## config.mk

```make
export PLATFORM = sky130hd
export DESIGN_NAME = video_pattern_gen_flat
export DESIGN_NICKNAME = d
export VERILOG_FILES = /design/src/rtl/video_pattern_gen_if.sv /design/src/rtl/video_pattern_gen.sv /design/src/flat_wrapper.sv
export SDC_FILE = /design/constraint.sdc
export NUM_CORES = 1
export LEC_CHECK = 0
export CORE_AREA = 5 5 125 127
export DETAILED_ROUTE_END_ITERATION = 6
export DIE_AREA = 0 0 130 132
export DONT_BUFFER_PORTS = 1
export PLACE_DENSITY = 0.85
export SYNTH_ARGS = -nofsm -noshare
export SYNTH_HDL_FRONTEND = slang
export SYNTH_SLANG_ARGS = --single-unit
```

## constraint.sdc

```tcl
create_clock -name clk -period 13.9 [get_ports clk]
set_input_delay 0.695 -clock clk [delete_from_list [all_inputs] [get_ports clk]]
set_output_delay 0.695 -clock clk [all_outputs]
set_load 0.02 [all_outputs]
```

## src/rtl/video_pattern_gen_if.sv

```systemverilog
// -----------------------------------------------------------------------------
// video_pattern_gen_if
// Bundles the control inputs and video outputs of video_pattern_gen.
//   enable     : run request, sampled at frame boundaries
//   box_x/y    : rectangle top-left corner (column, line)
//   box_w/h    : rectangle size; either one 0 means no rectangle
//   h_sync     : high while an active pixel is presented
//   v_sync     : high from the first active pixel through the last line's H blank
//   pixel_out  : 24-bit RGB pixel
//   pixel_x/y  : current pixel column / line
//   frame_done : one-cycle pulse on the first V-blank cycle
// Modports: master = the generator, slave = the control/consumer side.
// -----------------------------------------------------------------------------
interface video_pattern_gen_if #(
  parameter int CW = 16
);
  logic          enable;
  logic [CW-1:0] box_x;
  logic [CW-1:0] box_y;
  logic [CW-1:0] box_w;
  logic [CW-1:0] box_h;
  logic          h_sync;
  logic          v_sync;
  logic [23:0]   pixel_out;
  logic [CW-1:0] pixel_x;
  logic [CW-1:0] pixel_y;
  logic          frame_done;

  modport master (
    input  enable, box_x, box_y, box_w, box_h,
    output h_sync, v_sync, pixel_out, pixel_x, pixel_y, frame_done
  );

  modport slave (
    output enable, box_x, box_y, box_w, box_h,
    input  h_sync, v_sync, pixel_out, pixel_x, pixel_y, frame_done
  );
endinterface

```

## src/rtl/video_pattern_gen.sv

```systemverilog
// -----------------------------------------------------------------------------
// video_pattern_gen
// Synthetic video source: a flat background with one programmable solid
// rectangle, framed by active-high line/frame valids. Feeds the object
// tracker for self-test in place of a camera front end.
// Ports:
//   clk : single clock, rising edge
//   rst : synchronous, active-high reset (wins over everything)
//   vid : video_pattern_gen_if.master (enable, box_*, h_sync, v_sync,
//         pixel_out, pixel_x, pixel_y, frame_done)
// Every output is a register; the next-cycle state and counters are computed
// combinationally and the outputs are decoded from those next values so the
// registered outputs describe the cycle they are presented in.
// -----------------------------------------------------------------------------
module video_pattern_gen #(
  parameter int          H_ACTIVE = 10,
  parameter int          V_ACTIVE = 10,
  parameter int          H_BLANK  = 2,
  parameter int          V_BLANK  = 10,
  parameter int          CW       = 16,
  parameter logic [23:0] FG_COLOR = 24'hFFFFFF,
  parameter logic [23:0] BG_COLOR = 24'h101010
) (
  input  logic                clk,
  input  logic                rst,
  video_pattern_gen_if.master vid
);

  localparam logic [1:0] S_IDLE   = 2'd0;
  localparam logic [1:0] S_ACTIVE = 2'd1;
  localparam logic [1:0] S_HBLANK = 2'd2;
  localparam logic [1:0] S_VBLANK = 2'd3;

  // Blank counter is shared by H and V blank, so it is sized for the longer one.
  localparam int BMAX = (H_BLANK > V_BLANK) ? H_BLANK : V_BLANK;
  localparam int BCW  = $clog2(BMAX + 1);

  localparam logic [CW-1:0]  H_LAST  = CW'(H_ACTIVE - 1);
  localparam logic [CW-1:0]  V_LAST  = CW'(V_ACTIVE - 1);
  localparam logic [BCW-1:0] HB_LAST = BCW'(H_BLANK - 1);
  localparam logic [BCW-1:0] VB_LAST = BCW'(V_BLANK - 1);

  // State, counters and the per-frame copy of the rectangle.
  logic [1:0]     r_state;
  logic           r_start;   // enable seen in IDLE; ACTIVE begins next cycle
  logic [CW-1:0]  r_hc;
  logic [CW-1:0]  r_vc;
  logic [BCW-1:0] r_bc;
  logic [CW-1:0]  r_box_x, r_box_y, r_box_w, r_box_h;

  // Registered outputs.
  logic           r_h_sync, r_v_sync, r_frame_done;
  logic [23:0]    r_pixel;
  logic [CW-1:0]  r_pixel_x, r_pixel_y;

  // Next-cycle values.
  logic [1:0]     w_state_nx;
  logic           w_start_nx;
  logic [CW-1:0]  w_hc_nx, w_vc_nx;
  logic [BCW-1:0] w_bc_nx;
  logic [CW-1:0]  w_box_x_nx, w_box_y_nx, w_box_w_nx, w_box_h_nx;
  logic           w_latch_box;

  logic [CW:0]    w_x_end, w_y_end;
  logic           w_in_box;
  logic           w_h_sync_nx, w_v_sync_nx, w_frame_done_nx;
  logic [23:0]    w_pixel_nx;
  logic [CW-1:0]  w_pixel_x_nx, w_pixel_y_nx;

  // ---------------------------------------------------------------------------
  // Sequencing
  // ---------------------------------------------------------------------------
  always_comb begin
    // NOTE: every variable gets a default first so no path can infer a latch.
    w_state_nx  = r_state;
    w_start_nx  = r_start;
    w_hc_nx     = r_hc;
    w_vc_nx     = r_vc;
    w_bc_nx     = r_bc;
    w_latch_box = 1'b0;

    case (r_state)
      S_IDLE: begin
        if (r_start) begin
          w_state_nx = S_ACTIVE;
          w_start_nx = 1'b0;
          w_hc_nx    = '0;
          w_vc_nx    = '0;
        end else if (vid.enable) begin
          w_start_nx  = 1'b1;
          w_latch_box = 1'b1;
        end
      end

      S_ACTIVE: begin
        if (r_hc == H_LAST) begin
          w_state_nx = S_HBLANK;
          w_bc_nx    = '0;
        end else begin
          w_hc_nx = r_hc + 1'b1;
        end
      end

      S_HBLANK: begin
        if (r_bc == HB_LAST) begin
          if (r_vc == V_LAST) begin
            w_state_nx = S_VBLANK;
            w_bc_nx    = '0;
          end else begin
            w_state_nx = S_ACTIVE;
            w_hc_nx    = '0;
            w_vc_nx    = r_vc + 1'b1;
          end
        end else begin
          w_bc_nx = r_bc + 1'b1;
        end
      end

      default: begin // S_VBLANK
        if (r_bc == VB_LAST) begin
          w_hc_nx = '0;
          w_vc_nx = '0;
          if (vid.enable) begin
            // Back-to-back frame: new rectangle, no idle gap.
            w_state_nx  = S_ACTIVE;
            w_latch_box = 1'b1;
          end else begin
            w_state_nx = S_IDLE;
          end
        end else begin
          w_bc_nx = r_bc + 1'b1;
        end
      end
    endcase

    w_box_x_nx = w_latch_box ? vid.box_x : r_box_x;
    w_box_y_nx = w_latch_box ? vid.box_y : r_box_y;
    w_box_w_nx = w_latch_box ? vid.box_w : r_box_w;
    w_box_h_nx = w_latch_box ? vid.box_h : r_box_h;
  end

  // ---------------------------------------------------------------------------
  // Output decode from next-cycle state. Bounds are one bit wider than the
  // coordinates so box_x+box_w cannot wrap; clipping at the frame edge falls
  // out of hc/vc never leaving the active area.
  // ---------------------------------------------------------------------------
  always_comb begin
    w_x_end  = {1'b0, w_box_x_nx} + {1'b0, w_box_w_nx};
    w_y_end  = {1'b0, w_box_y_nx} + {1'b0, w_box_h_nx};
    w_in_box = (w_hc_nx >= w_box_x_nx) && ({1'b0, w_hc_nx} < w_x_end) &&
               (w_vc_nx >= w_box_y_nx) && ({1'b0, w_vc_nx} < w_y_end);

    w_h_sync_nx     = (w_state_nx == S_ACTIVE);
    w_v_sync_nx     = (w_state_nx == S_ACTIVE) || (w_state_nx == S_HBLANK);
    w_frame_done_nx = (w_state_nx == S_VBLANK) && (r_state != S_VBLANK);
    w_pixel_x_nx    = w_h_sync_nx ? w_hc_nx : '0;
    w_pixel_y_nx    = w_v_sync_nx ? w_vc_nx : '0;
    w_pixel_nx      = '0;
    if (w_h_sync_nx) begin
      w_pixel_nx = w_in_box ? FG_COLOR : BG_COLOR;
    end
  end

  always_ff @(posedge clk) begin
    // NOTE: sequential state uses non-blocking assignments so every register
    // samples pre-edge values regardless of statement order.
    if (rst) begin
      r_state      <= S_IDLE;
      r_start      <= 1'b0;
      r_hc         <= '0;
      r_vc         <= '0;
      r_bc         <= '0;
      r_box_x      <= '0;
      r_box_y      <= '0;
      r_box_w      <= '0;
      r_box_h      <= '0;
      r_h_sync     <= 1'b0;
      r_v_sync     <= 1'b0;
      r_frame_done <= 1'b0;
      r_pixel      <= '0;
      r_pixel_x    <= '0;
      r_pixel_y    <= '0;
    end else begin
      r_state      <= w_state_nx;
      r_start      <= w_start_nx;
      r_hc         <= w_hc_nx;
      r_vc         <= w_vc_nx;
      r_bc         <= w_bc_nx;
      r_box_x      <= w_box_x_nx;
      r_box_y      <= w_box_y_nx;
      r_box_w      <= w_box_w_nx;
      r_box_h      <= w_box_h_nx;
      r_h_sync     <= w_h_sync_nx;
      r_v_sync     <= w_v_sync_nx;
      r_frame_done <= w_frame_done_nx;
      r_pixel      <= w_pixel_nx;
      r_pixel_x    <= w_pixel_x_nx;
      r_pixel_y    <= w_pixel_y_nx;
    end
  end

  assign vid.h_sync     = r_h_sync;
  assign vid.v_sync     = r_v_sync;
  assign vid.frame_done = r_frame_done;
  assign vid.pixel_out  = r_pixel;
  assign vid.pixel_x    = r_pixel_x;
  assign vid.pixel_y    = r_pixel_y;

endmodule

```

## src/flat_wrapper.sv

```systemverilog
// flat-port wrapper written by rule: the top's interface ports become plain ports
module video_pattern_gen_flat 
#(
  parameter int          H_ACTIVE = 10,
  parameter int          V_ACTIVE = 10,
  parameter int          H_BLANK  = 2,
  parameter int          V_BLANK  = 10,
  parameter int          CW       = 16,
  parameter logic [23:0] FG_COLOR = 24'hFFFFFF,
  parameter logic [23:0] BG_COLOR = 24'h101010
)
  (clk, rst, vid_enable, vid_box_x, vid_box_y, vid_box_w, vid_box_h, vid_h_sync, vid_v_sync, vid_pixel_out, vid_pixel_x, vid_pixel_y, vid_frame_done);
  video_pattern_gen_if #(.CW(CW)) vid_i ();
  input  logic clk;
  input  logic rst;
  input wire logic [$bits(vid_i.enable)-1:0] vid_enable;
  input wire logic [$bits(vid_i.box_x)-1:0] vid_box_x;
  input wire logic [$bits(vid_i.box_y)-1:0] vid_box_y;
  input wire logic [$bits(vid_i.box_w)-1:0] vid_box_w;
  input wire logic [$bits(vid_i.box_h)-1:0] vid_box_h;
  output wire logic [$bits(vid_i.h_sync)-1:0] vid_h_sync;
  output wire logic [$bits(vid_i.v_sync)-1:0] vid_v_sync;
  output wire logic [$bits(vid_i.pixel_out)-1:0] vid_pixel_out;
  output wire logic [$bits(vid_i.pixel_x)-1:0] vid_pixel_x;
  output wire logic [$bits(vid_i.pixel_y)-1:0] vid_pixel_y;
  output wire logic [$bits(vid_i.frame_done)-1:0] vid_frame_done;
  assign vid_i.enable = vid_enable;
  assign vid_i.box_x = vid_box_x;
  assign vid_i.box_y = vid_box_y;
  assign vid_i.box_w = vid_box_w;
  assign vid_i.box_h = vid_box_h;
  assign vid_h_sync = vid_i.h_sync;
  assign vid_v_sync = vid_i.v_sync;
  assign vid_pixel_out = vid_i.pixel_out;
  assign vid_pixel_x = vid_i.pixel_x;
  assign vid_pixel_y = vid_i.pixel_y;
  assign vid_frame_done = vid_i.frame_done;
  video_pattern_gen #(.H_ACTIVE(H_ACTIVE), .V_ACTIVE(V_ACTIVE), .H_BLANK(H_BLANK), .V_BLANK(V_BLANK), .CW(CW), .FG_COLOR(FG_COLOR), .BG_COLOR(BG_COLOR)) u_core (.clk(clk), .rst(rst), .vid(vid_i));
endmodule
```

* Word-level counts from Yosys, hierarchy flattened *
Cells that the tools add are included.

storage, ports and cells
  register bits = 162
  input bits = 67
  word-level logic and storage cells = 82
  output and inout bits = 59

cells by class
  equal/unequal tests = 13
  muxes and demuxes = 32
  order comparisons = 4
  bitwise logic cells = 3
  reduce and logical (&&, ||, !) cells = 10
  add/sub/neg operators = 5

operators with widths
  cell                                                               count
  16-bit 2-to-1 mux                                                  13
  16-bit one-hot mux with 3 select lines                             2
  16-bit by 16-bit adder with 17-bit output                          2
  16-bit by 17-bit less-than comparator with 1-bit output            2
  16-bit by 1-bit adder with 16-bit output (second input constant)   2
  16-bit by 4-bit == test with 1-bit output (second input constant)  2
  16-bit greater-or-equal comparator                                 2
  24-bit 2-to-1 mux                                                  1
  4-bit 2-to-1 mux                                                   4
  4-bit one-hot mux with 3 select lines                              1
  2-bit 2-to-1 mux                                                   5
  2-bit == test (second input constant)                              3
  3-bit != test (second input constant)                              2
  2-bit one-hot mux with 3 select lines                              1
  2-bit OR reduction                                                 3
  4-bit by 1-bit adder with 4-bit output (second input constant)     1
  2-bit by 1-bit == test with 1-bit output (second input constant)   2
  4-bit by 1-bit == test with 1-bit output (second input constant)   1
  4-bit == test (second input constant)                              1
  1-bit logical AND                                                  4
  1-bit 2-to-1 mux                                                   4
  4-bit AND reduction                                                1
  1-bit inverter                                                     3
  2-bit logical NOT                                                  1
  other kinds (4)                                                    4

* Depth between registers and ports, before layout *
  depth after elaboration = 10
  depth in mapped cells = 29
  depth with buffers taken out = 26

* Worst setup path before layout *
OpenSTA, ideal clock, no wires.

  path type = flip-flop to flip-flop
  from = register u_core.r_state[0]
  to = register u_core.r_pixel[22], in the netlist u_core.vid.pixel_out[22]
  arrival time = 5.073 ns
  clock period less this slack = 5.176 ns
  buffers on the path = 2
  cell stages (with the launch flop) = 27
  data required time = 13.797 ns
  path slack = 8.724 ns
  setup time = 0.103 ns
  cell sequence = dfxtp_1 > inv_1 > ha_1 > nor3b_1 > o21a_1 > buf_2 > buf_1 > mux2i_1 > inv_1 > ha_1 > a21o_1 > a21oi_1 > o21bai_1 > a21oi_1 > o21bai_1 > a21oi_1 > o21ai_0 > xnor2_1 > ha_1 > o21a_1 > o21ai_0 > nand2b_1 > a21oi_1 > nor2_1 > o41ai_1 > a221oi_1 > a2111oi_2

on the way
  elaborated cells on any way between the ends = 29
  those cells by class = add/sub (2); order compare (4); eq/ne (3); mux (13); bitwise (1); reduce/logical (6)

RTL lines
  item                                                                                                    line                                                text
  start: declaration                                                                                      video_pattern_gen.sv:44                             logic [1:0] r_state;
  start signal: assignment                                                                                video_pattern_gen.sv:184                            r_state <= w_state_nx;
  2-bit by 1-bit == test with 1-bit output / 2-bit == test (equally long branches)                        video_pattern_gen.sv:82                             case (r_state)
  2-bit OR reduction (no line)                                                                            -
  1-bit one-hot mux with 2 select lines *                                                                 video_pattern_gen.sv:82
  16-bit 2-to-1 mux *                                                                                     video_pattern_gen.sv:137                            w_box_y_nx = w_latch_box ? vid.box_y : r_box_y;
  via u_core.w_box_y_nx[1]                                                                                video_pattern_gen.sv:61                             logic [CW-1:0] w_box_x_nx, w_box_y_nx, w_box_w_nx, w_box_h_nx;
  16-bit by 16-bit adder with 17-bit output / 16-bit greater-or-equal comparator (equally long branches)  video_pattern_gen.sv:149, video_pattern_gen.sv:151
  16-bit by 17-bit less-than comparator with 1-bit output / 1-bit logical AND (equally long branches)     video_pattern_gen.sv:151, video_pattern_gen.sv:150
  1-bit logical AND *                                                                                     video_pattern_gen.sv:151                            (w_vc_nx >= w_box_y_nx) && ({1'b0, w_vc_nx} < w_y_end);
  24-bit 2-to-1 mux *                                                                                     video_pattern_gen.sv:160                            w_pixel_nx = w_in_box ? FG_COLOR : BG_COLOR;
  end signal: assignment                                                                                  video_pattern_gen.sv:196                            r_pixel <= w_pixel_nx;
  end: declaration                                                                                        video_pattern_gen.sv:53                             logic [23:0] r_pixel;

The timed path passes the listed nets; every way through them passes the cells marked *.
A chain may end at the register's enable or synchronous reset.

* Final worst setup path *
  from = register u_core.r_state[0]
  to = register u_core.r_pixel[22], in the netlist u_core.vid.pixel_out[22]

on the way
  cells in the longest elaborated chain, start to end = 10
  elaborated cells on any way between the ends = 29
  those cells by class = add/sub (2); order compare (4); eq/ne (3); mux (13); bitwise (1); reduce/logical (6)

RTL lines
  item                                                                              line                      text
  2-bit by 1-bit == test with 1-bit output / 2-bit == test (equally long branches)  video_pattern_gen.sv:82
  2-bit OR reduction (no line)                                                      -
  1-bit one-hot mux with 2 select lines *                                           video_pattern_gen.sv:82
  16-bit 2-to-1 mux *                                                               video_pattern_gen.sv:136  w_box_x_nx = w_latch_box ? vid.box_x : r_box_x;
  via u_core.w_box_x_nx[1]                                                          video_pattern_gen.sv:61
  16-bit by 16-bit adder with 17-bit output                                         video_pattern_gen.sv:148  w_x_end = {1'b0, w_box_x_nx} + {1'b0, w_box_w_nx};
  16-bit by 17-bit less-than comparator with 1-bit output                           video_pattern_gen.sv:150  w_in_box = (w_hc_nx >= w_box_x_nx) && ({1'b0, w_hc_nx} < w_x_end) &&
  1-bit logical AND * (2 in a row)                                                  video_pattern_gen.sv:150
  1-bit logical AND *                                                               video_pattern_gen.sv:151
  24-bit 2-to-1 mux *                                                               video_pattern_gen.sv:160

Marked as above.

==> out/results.txt <==
Worst VDD drop = 84.9 uV
CP Max Fanout = 56
Post-route cell area = 9550 sq um
First-iteration detailed-routing DRC count = 738
CP required = 14.19 ns
CTS max path bufs = 2
Crit path time final = 6.04 ns
Yosys reg bits = 140
Remaining DRCs = 0
Die area = 17200 sq um
Hold Violations, Final = 0
RSZ-0062 raised after global routing = false
Pwr dens = 121 nW/um^2
WHS Path Cells = 1
Sequential fraction of the synthesis area = 30.9%
Total routed wirelength = 22300 um
P&R area growth vs syn = 5.20%
# setup viols final = 0
YS warnings = 0
Top FF cell, synth = dfxtp_1
Least-Margin Pin Slew = 1.20 ns
Max-cap violations = 0
GR Util All Layers = 26.0%
WL per Instance = 17.1 um
Upper clock frequency limit = 165 MHz
CTS Root Cell = clkbuf_16
Post-synth EDFFs = 0
CTS tree = built
Die span in x = 130 um
CTS Buf Count = 17
Crit path depth = 24
First-pass GRT wire length = 36400 um
Reg clk slew, reported paths = 0.06 ns
DRT antenna net count = 0
Post-route setup slack = 7.86 ns
Final period utilization = 43.5%
DIE HEIGHT = 132 um
Nets = 1279
Global placement routability congestion = 0.959
Critical Path, Cell by Cell = ha_1, buf_4, and4b_1, o21a_2, buf_4, mux2i_1, inv_1, ha_1, a21oi_1, o21bai_1, o2111ai_1, nand3_1, nand3_1, a21oi_1, nor2_1, xnor2_1, ha_1, and3_1, nand3_1, a21oi_1, nand2_1, a311o_1, a221oi_1, a2111oi_2
Data arrival, critical path = 6.34 ns
Post-DP Area = 8970 sq um
DRT Pass-1 Iters = 5
Outcome = finished clean
Grt ovf = 0
Async set or reset register ratio after synthesis = 0%
Count of pins over their slew limit = 0
Worst skew pair latency = 0.43 ns
Cts-stage hold buffer count = 0
CP bufs+invs = 3
Final Skew = 0.0137 ns
Dpl hpwl = 16000 um
Worst stage delay on the critical path = 0.55 ns
Number of global-route vias before repair = 7463
I/O pins = 126
Setup bufs post-CTS = 0
Antenna violations before repair = 0
CP delay by family, top = compound AO/OA/AOI/OAI gates
Crit Path Class = flip-flop to flip-flop
Vias per inst = 6.06
Setup crit start kind = flip-flop
# diodes = 0
Largest net degree at the start of global routing = 107
Leak Pwr = 0.00468 uW
Post-Syn Instances = 1153
Syn avg cell area = 7.87 sq um
Slowest-stage cell, CP = buf_4
CTS Sinks = 140
Core area = 14300 sq um
Element type at the critical path end = flip-flop
DP Worst Slack = 7.94 ns
Total power draw = 1150 uW
Hold Crit Class = input port to flip-flop
Netlist cell types = 77
Max-slew headroom = 20.4%
Gates resized, CTS repair = 0
Site row count = 44
Clock H-tree levels = 4
Register-to-Register Path Depth = 24
Mapped Nets = 1327
Starting Density = 63.4%
Ratio of cells with drive above 1 in the final layout = 4.83%
Via count = 7885
Port Buf Inserts = 0
Mapped Area = 9080 sq um
Sum Neg Setup Slack = 0 ns
-- layout by cell type, fill, tap and decap left out, types with 4 or more instances in the layout --
master     instances
and3_1             5
a31oi_1           16
o211ai_1           5
and4_1             4
a41oi_1            4
mux2i_1           33
xnor2_1           15
ha_1             105
xor2_1            17
a21oi_1           95
a21o_1            27
inv_1             89
and2_1             5
o21bai_1           4
a211oi_1           4
dfxtp_1          139
o21a_1             8
nand2b_1          14
nor3_1            24
or3_1              6
nor2b_1           14
nand4_1           11
nand3_1           20
nor2_1           156
o21ai_0           45
clkbuf_16         17
nand2_1          141
a22oi_1            8
-- cell families (layout without fill, tap and decap cells) --
group | after synthesis | after routing | share of synthesized area, %
DFF | 140 | 140 | 30.9
muxes | 33 | 33 | 3.64
xor gates and xnor gates | 32 | 32 | 3.09
and+or+nand+nor | 428 | 428 | 21.9
adders and majority gates | 107 | 107 | 14.9
AOI/OAI and AO/OA | 254 | 254 | 17.9
buffers and inverters | 159 | 124 | 7.70
-- cells in the mapped netlist, drive strengths merged (4+ instances only) --
library cell    n  area, sq um
nor2          156          586
nand2         141          529
dfxtp         140         2800
ha            105         1310
a21oi          96          492
inv            89          334
o21ai          47          250
clkbuf         37          140
buf            33          225
mux2i          33          330
a21o           27          203
nor3           24          120
nand3          20          100
xor2           17          149
a31oi          16          100
xnor2          15          131
nand2b         14         87.6
nor2b          14         87.6
nand4          13         93.8
o21a            9         67.6
a22oi           8         60.1
and2            6         40.0
and3            6         38.8
or3             6         37.5
o211ai          5         37.5
a211oi          4         30.0
a41oi           4         35.0
and4            4         35.0
nor3b           4         35.0
nor4            4         43.8
nor4b           4         47.6
o21bai          4         30.0
-- per-layer routing --
metal	vias to the layer above	wire length, um	part of all wire, %	global-route usage (%)
met4	0	591	2.7	9.47
met5	-	0	0	0
met3	42	1630	7.3	6.20
met2	287	10300	46	40.7
met1	3701	9740	44	34.9
li1	3855	-	-	-
-- cell type report --
type                            instances  area (sq um)
Inverter                               89           334
Fill cell                            1186          4760
Tap cell                              184           230
Sequential cell                       140          2810
Clock inverter                         10           115
Clock buffer                           22           464
Multi-Input combinational cell        854          5580
Timing Repair Buffer                    3          22.5
-- per-stage QoR --
step	util (%)	hold WS, ns	cells
global route	66.7	0.322	1302
floorplan	-	0.444	1153
CTS	66.7	0.326	1302
detailed placement	62.7	0.450	1270
finish	66.7	0.328	1302
global placement	62.7	0.445	1270
-- sequential cells by signal (all words and copies together) (netlist names), 2 cells and up --
signal,count
u_core.r_bc,4
u_core.vid.pixel_x,16
u_core.r_box_y,16
u_core.r_box_x,16
u_core.r_state,2
u_core.vid.pixel_y,16
u_core.r_box_h,16
u_core.r_box_w,16
u_core.r_vc,16
u_core.r_hc,16
u_core.vid.pixel_out,2
-- where the power goes --
group          leakage [uW]  total [uW]  internal [uW]  switching, uW
Clock              0.000277         452            273            179
Sequential          0.00114         428            418           9.31
Combinational       0.00326         273            109            165
-- worst register-to-register path, stage by stage (launching register included) --
cell and delay [ns]:
dfxtp_1 0.39, ha_1 0.16, buf_4 0.33, and4b_1 0.50
o21a_2 0.20, buf_4 0.55, mux2i_1 0.54, inv_1 0.10
ha_1 0.28, a21oi_1 0.24, o21bai_1 0.15, o2111ai_1 0.24
nand3_1 0.19, nand3_1 0.18, a21oi_1 0.08, nor2_1 0.18
xnor2_1 0.11, ha_1 0.29, and3_1 0.14, nand3_1 0.07
a21oi_1 0.18, nand2_1 0.09, a311o_1 0.29, a221oi_1 0.32
a2111oi_2 0.11
-- path summary, 6_finish.rpt --
path | startpoint | endpoint | slack, ns
setup / recovery | u_core.r_state[0]$_SDFF_PP0_ | u_core.vid.pixel_out[22]$_SDFF_PP0_ | 7.86
setup reg to reg | u_core.r_state[0]$_SDFF_PP0_ | u_core.vid.pixel_out[22]$_SDFF_PP0_ | 7.86
hold reg to reg | u_core.r_box_h[7]$_SDFF_PP0_ | u_core.r_box_h[7]$_SDFF_PP0_ | 0.46
hold / removal | rst | u_core.r_start$_SDFFE_PP0N_ | 0.33
Power figures use the tool's default switching activity.
